File: config.mk
export PLATFORM = sky130hd
export DESIGN_NAME = miriscv_timer_mmio
export DESIGN_NICKNAME = d
export VERILOG_FILES = /design/src/rtl/miriscv_timer_mmio.sv
export SDC_FILE = /design/constraint.sdc
export NUM_CORES = 1
export LEC_CHECK = 0
export BUFFER_PORTS_ARGS = -buffer_cell sky130_fd_sc_hd__buf_2
export CORE_MARGIN = 1.5
export CORE_UTILIZATION = 30
export DETAILED_ROUTE_END_ITERATION = 7
export HOLD_SLACK_MARGIN = 0.05
export PLACE_DENSITY = 0.53
export SLEW_MARGIN = 10
export SYNTH_ARGS = -nofsm -noshare
export SYNTH_HDL_FRONTEND = slang
export SYNTH_SLANG_ARGS = --single-unit
export TNS_END_PERCENT = 50
File: constraint.sdc
create_clock -name clk_i -period 3.7 [get_ports clk_i]
set_input_delay 1.11 -clock clk_i [delete_from_list [all_inputs] [get_ports clk_i]]
set_output_delay 1.11 -clock clk_i [all_outputs]
set_load 0.02 [all_outputs]
File: src/rtl/miriscv_timer_mmio.sv
// Memory-mapped prescaled timer with compare/match on the data-memory bus.
// Optional level interrupt enabled by defining MIRISCV_TIMER_IRQ_EN.
module miriscv_timer_mmio #(
    parameter logic [31:0] BASE_ADDR  = 32'h0000_1000,
    parameter int          PRESCALE_W = 16
) (
    input  logic        clk_i,
    input  logic        rst_i,
    input  logic        data_req_i,
    input  logic        data_we_i,
    input  logic [3:0]  data_be_i,
    input  logic [31:0] data_addr_i,
    input  logic [31:0] data_wdata_i,
    output logic [31:0] data_rdata_o,
    output logic        irq_o
);

    localparam logic [2:0] REG_CTRL     = 3'd0;
    localparam logic [2:0] REG_PRESCALE = 3'd1;
    localparam logic [2:0] REG_COUNT    = 3'd2;
    localparam logic [2:0] REG_COMPARE  = 3'd3;
    localparam logic [2:0] REG_STATUS   = 3'd4;

    logic                  ctrl_en;
    logic                  ctrl_ar;
    logic                  ctrl_ie;
    logic [PRESCALE_W-1:0] prescale;
    logic [PRESCALE_W-1:0] pcnt;
    logic [31:0]           count;
    logic [31:0]           compare;
    logic                  match;

    logic        hit;
    logic        wr_hit;
    logic        rd_hit;
    logic [2:0]  sel;
    logic        tick;
    logic        count_wr;
    logic        match_set;
    logic        match_w1c;
    logic [31:0] prescale_ext;
    logic [31:0] prescale_new;
    logic [31:0] rd_val;

    function automatic logic [31:0] be_merge(input logic [31:0] old_val,
                                             input logic [31:0] new_val,
                                             input logic [3:0]  be);
        logic [31:0] res;
        for (int i = 0; i < 4; i++)
            res[8*i +: 8] = be[i] ? new_val[8*i +: 8] : old_val[8*i +: 8];
        return res;
    endfunction

    assign hit       = data_req_i && (data_addr_i[31:5] == BASE_ADDR[31:5]);
    assign wr_hit    = hit && data_we_i;
    assign rd_hit    = hit && !data_we_i;
    assign sel       = data_addr_i[4:2];
    assign tick      = ctrl_en && (pcnt == prescale);
    assign count_wr  = wr_hit && (sel == REG_COUNT) && (|data_be_i);
    // A bus write to COUNT swallows the tick entirely, including its match.
    assign match_set = tick && (count == compare) && !count_wr;
    assign match_w1c = wr_hit && (sel == REG_STATUS) && data_be_i[0] && data_wdata_i[0];

    // NOTE: every variable driven in always_comb gets a default first so no latch is inferred.
    always_comb begin
        prescale_ext = '0;
        prescale_ext[PRESCALE_W-1:0] = prescale;
        prescale_new = be_merge(prescale_ext, data_wdata_i, data_be_i);
    end

    always_comb begin
        rd_val = '0;
        case (sel)
            REG_CTRL:     rd_val[2:0] = {ctrl_ie, ctrl_ar, ctrl_en};
            REG_PRESCALE: rd_val      = prescale_ext;
            REG_COUNT:    rd_val      = count;
            REG_COMPARE:  rd_val      = compare;
            REG_STATUS:   rd_val[0]   = match;
            default:      rd_val      = '0;
        endcase
    end

    // NOTE: sequential state uses non-blocking assignments so every register samples pre-edge values.
    always_ff @(posedge clk_i) begin
        if (rst_i) begin
            ctrl_en      <= 1'b0;
            ctrl_ar      <= 1'b0;
            prescale     <= '0;
            pcnt         <= '0;
            count        <= '0;
            compare      <= '0;
            match        <= 1'b0;
            data_rdata_o <= '0;
        end else begin
            data_rdata_o <= rd_hit ? rd_val : '0;

            if (wr_hit && (sel == REG_CTRL) && data_be_i[0]) begin
                ctrl_en <= data_wdata_i[0];
                ctrl_ar <= data_wdata_i[1];
            end
            if (wr_hit && (sel == REG_PRESCALE))
                prescale <= prescale_new[PRESCALE_W-1:0];
            if (wr_hit && (sel == REG_COMPARE))
                compare <= be_merge(compare, data_wdata_i, data_be_i);

            if (wr_hit && ((sel == REG_CTRL) || (sel == REG_PRESCALE)))
                pcnt <= '0;
            else if (ctrl_en)
                pcnt <= tick ? '0 : pcnt + PRESCALE_W'(1);

            if (count_wr)
                count <= be_merge(count, data_wdata_i, data_be_i);
            else if (tick)
                count <= (match_set && ctrl_ar) ? 32'd0 : count + 32'd1;

            if (match_set)
                match <= 1'b1;
            else if (match_w1c)
                match <= 1'b0;
        end
    end

`ifdef MIRISCV_TIMER_IRQ_EN
    always_ff @(posedge clk_i) begin
        if (rst_i) begin
            ctrl_ie <= 1'b0;
            irq_o   <= 1'b0;
        end else begin
            if (wr_hit && (sel == REG_CTRL) && data_be_i[0])
                ctrl_ie <= data_wdata_i[2];
            irq_o <= match && ctrl_ie;
        end
    end
`else
    assign ctrl_ie = 1'b0;
    assign irq_o   = 1'b0;
`endif

endmodule

==> results.txt <==
final core occ -> 0.3633
Yosys cell types -> 61
CP max stage delay -> 0.58 ns
fin crit period -> 3.114 ns
CP endpoint kind -> flip-flop
Core Rows -> 55
top-count cell post-synth -> dfxtp_1
largest net degree at the start of global routing -> 61
diode count -> 0
Max-Slew Margin vs Limit -> 0.5229
synth-to-layout area growth -> 18.49%
Post-route DRC -> 0
Synth area leader -> dfxtp_1
Hold Path End -> compare[16]
Pins Over Slew Limit -> 0
CP Cell Sequence -> xnor2_1 > nand4_1 > nor4_1 > nand4_1 > nand2_1 > buf_4 > o221ai_1
status -> finished clean
Gates resized, CTS repair -> 0
Critical Path Start Type -> flip-flop
power density cells -> 376.2 mW/mm^2
DP Wirelength -> 16.17 mm
vias in the first global route -> 6133
crit path DAT -> 3.40 ns
CTS tree -> built
count of final hold-check violations -> 0
Die W -> 155.3 um
gr ovfl total -> 0
GRT Util Overall -> 0.1890
port bufs -> 101
Final setup viols -> 0
Worst VDD drop -> 248.0 uV
Post-synth top cells -> dfxtp_1 (131), nand3_1 (96), nor2_1 (78), a21oi_1 (61), nand2_1 (59)
number of flops mapped to enable cells by yosys -> 0
CP max stage cell -> nand4_1
die area -> 0.02413 sq mm
DR WL/cell -> 18.62 um
Top FF cell, synth -> dfxtp_1
Critical R2R Capture -> count[4]
placer congestion estimate -> 0.8849
CTS Root Cell -> clkbuf_16
layout cells sized above 1 -> 0.1909
Detail Route Antenna Nets -> 0
Final Cycle Share -> 0.8416
RSZ-0062 raised after global routing -> false
Die Ht -> 155.3 um
Clock Path Buffers -> 2
Synth top area share -> 0.3766
1st-iter DRT viols -> 487
Syn. warnings -> 0
FF-to-FF setup slack -> 0.59 ns
Max Fclk -> 0.3211 GHz
hold_ws -> 0.4855 ns
layout net count -> 985
aggregate routed wire length -> 22.47 mm
Ports -> 105
antenna violations before repair -> 0
LEAKAGE -> 2.962 nW
Crit Path Class -> flip-flop to flip-flop
Crit Reg-Reg Startpoint -> count[25]
Worst-Margin Slew -> 0.7102 ns
Post-Synthesis Cells -> 840
CP Max Fanout -> 14
cts bufs inserted -> 17
clock sinks -> 131
core area -> 0.02271 sq mm
Worst EP required -> 3.98 ns
most used cell, CP -> nand4_1
Vias per Instance -> 5.491
Async S/R FF share, synth -> 0
clock slew at reported path FFs -> 0.06 ns
Initial Util -> 0.3066
Cell Area, Synth -> 0.006963 sq mm
Max-Cap Viols -> 0
Post-Route Setup TNS -> 0 ns
later-pin clock latency in the skew report -> 0.42 ns
first-pass GRT wire length -> 35.13 mm
via count -> 6628
Synth area leaders -> dfxtp_1 (38%), mux2i_1 (7.0%), nand3_1 (6.9%)
register area share after synthesis -> 0.3766
Yosys reg bits -> 131
H-tree level count -> 4
HP Start -> compare[16]
setup skew after layout -> 0.01245 ns
crit-path leading delay family -> simple AND/OR/NAND/NOR gates
Buf/Inv on CP -> 1
hold depth -> 2
CTS Hold Bufs -> 0
drt pass-1 iters -> 5
synthesized net count -> 914
worst min path class -> flip-flop to flip-flop
syn avg cell area -> 8.289 sq um
fillers -> 2359
reg2reg path depth -> 7
post-CTS setup buffer count -> 0
## routing by layer
layer / share of wire / GRT usage / up-vias
li1: - / - / 3188
met1: 0.47 / 0.2603 / 3169
met2: 0.46 / 0.2955 / 247
met3: 0.052 / 0.03565 / 24
met4: 0.017 / 0.06440 / 0
met5: 0 / 0 / -
## metrics by stage
stage                     total power, mW  setup slack, ns  cell area [sq um]  std cells
after detailed placement            1.604           0.4068               7727       1177
after CTS                           3.132           0.7129               8250       1207
final                               3.104           0.5860               8250       1207
after global placement              1.603           0.4251               7727       1177
after floorplan                     1.516           0.7037               6963        840
after global routing                3.203           0.3638               8250       1207
## placed cells by master, fill, tap and decap left out, types with 5 or more instances in the layout
master and n:
a21oi_1 61, a221oi_1 14, a22oi_1 19, a32oi_1 7
and3_1 11, and4_1 7, buf_2 101, buf_4 23
clkbuf_16 17, dfxtp_1 131, inv_1 15, mux2i_1 49
nand2_1 59, nand3_1 96, nand4_1 30, nor2_1 78
nor2_4 10, nor3_1 17, nor4_1 10, nor4_2 5
o21ai_0 11, o221ai_1 18, xnor2_1 49, xor2_1 13
## flip-flops by register name, indices dropped and copies added (netlist names)
signal        count
compare          32
count            32
data_rdata_o     32
pcnt             16
prescale         16
ctrl_ar           1
ctrl_en           1
match             1
## where the power goes
group / internal [mW] / total [mW] / switching [mW]
sequential: 1.41 / 1.42 / 0.00336
clock: 0.915 / 1.53 / 0.615
combinational: 0.0566 / 0.158 / 0.101
total: 2.38 / 3.10 / 0.719
## cell families after synthesis
family	share of synthesized area
buf+inv	0.05499
fa+ha+maj	0.003593
mux	0.07529
flops	0.3766
other cells	0.0005386
compound gates	0.1448
xor+xnor	0.07799
simple gates	0.2661
## tightest hold or removal path, delay by kind of cell (launching register included)
family           cells  cell delay [ns]
flip-flops           1             0.33
AND/OR/NAND/NOR      1             0.06
AO/OA/AOI/OAI        1             0.05
## how the worst max path moves through the flow
stage                               start                to  slack, ns  cells past startpoint
final                           count[25]          count[4]       0.59                      7
after global routing              pcnt[9]         count[12]       0.36                      7
after CTS                       count[25]          count[3]       0.71                      7
after detailed placement  data_addr_i[20]  data_rdata_o[31]       0.41                      8
after global placement    data_addr_i[20]         count[17]       0.43                      7
after floorplan            data_addr_i[6]  data_rdata_o[19]       0.70                      9
## cell type report
cell class                 instances  area (sq um)  share of cell area
tap                              285         356.6             0.04322
timing repair buffer             126         718.2             0.08705
inverter                          17         63.81            0.007734
sequential                       131          2623              0.3179
clock buffer                      25         495.5             0.06005
clock inverter                     5         27.53            0.003336
multi-input combinational        618          3966              0.4807
No activity file was read; power rests on OpenSTA's default activity.
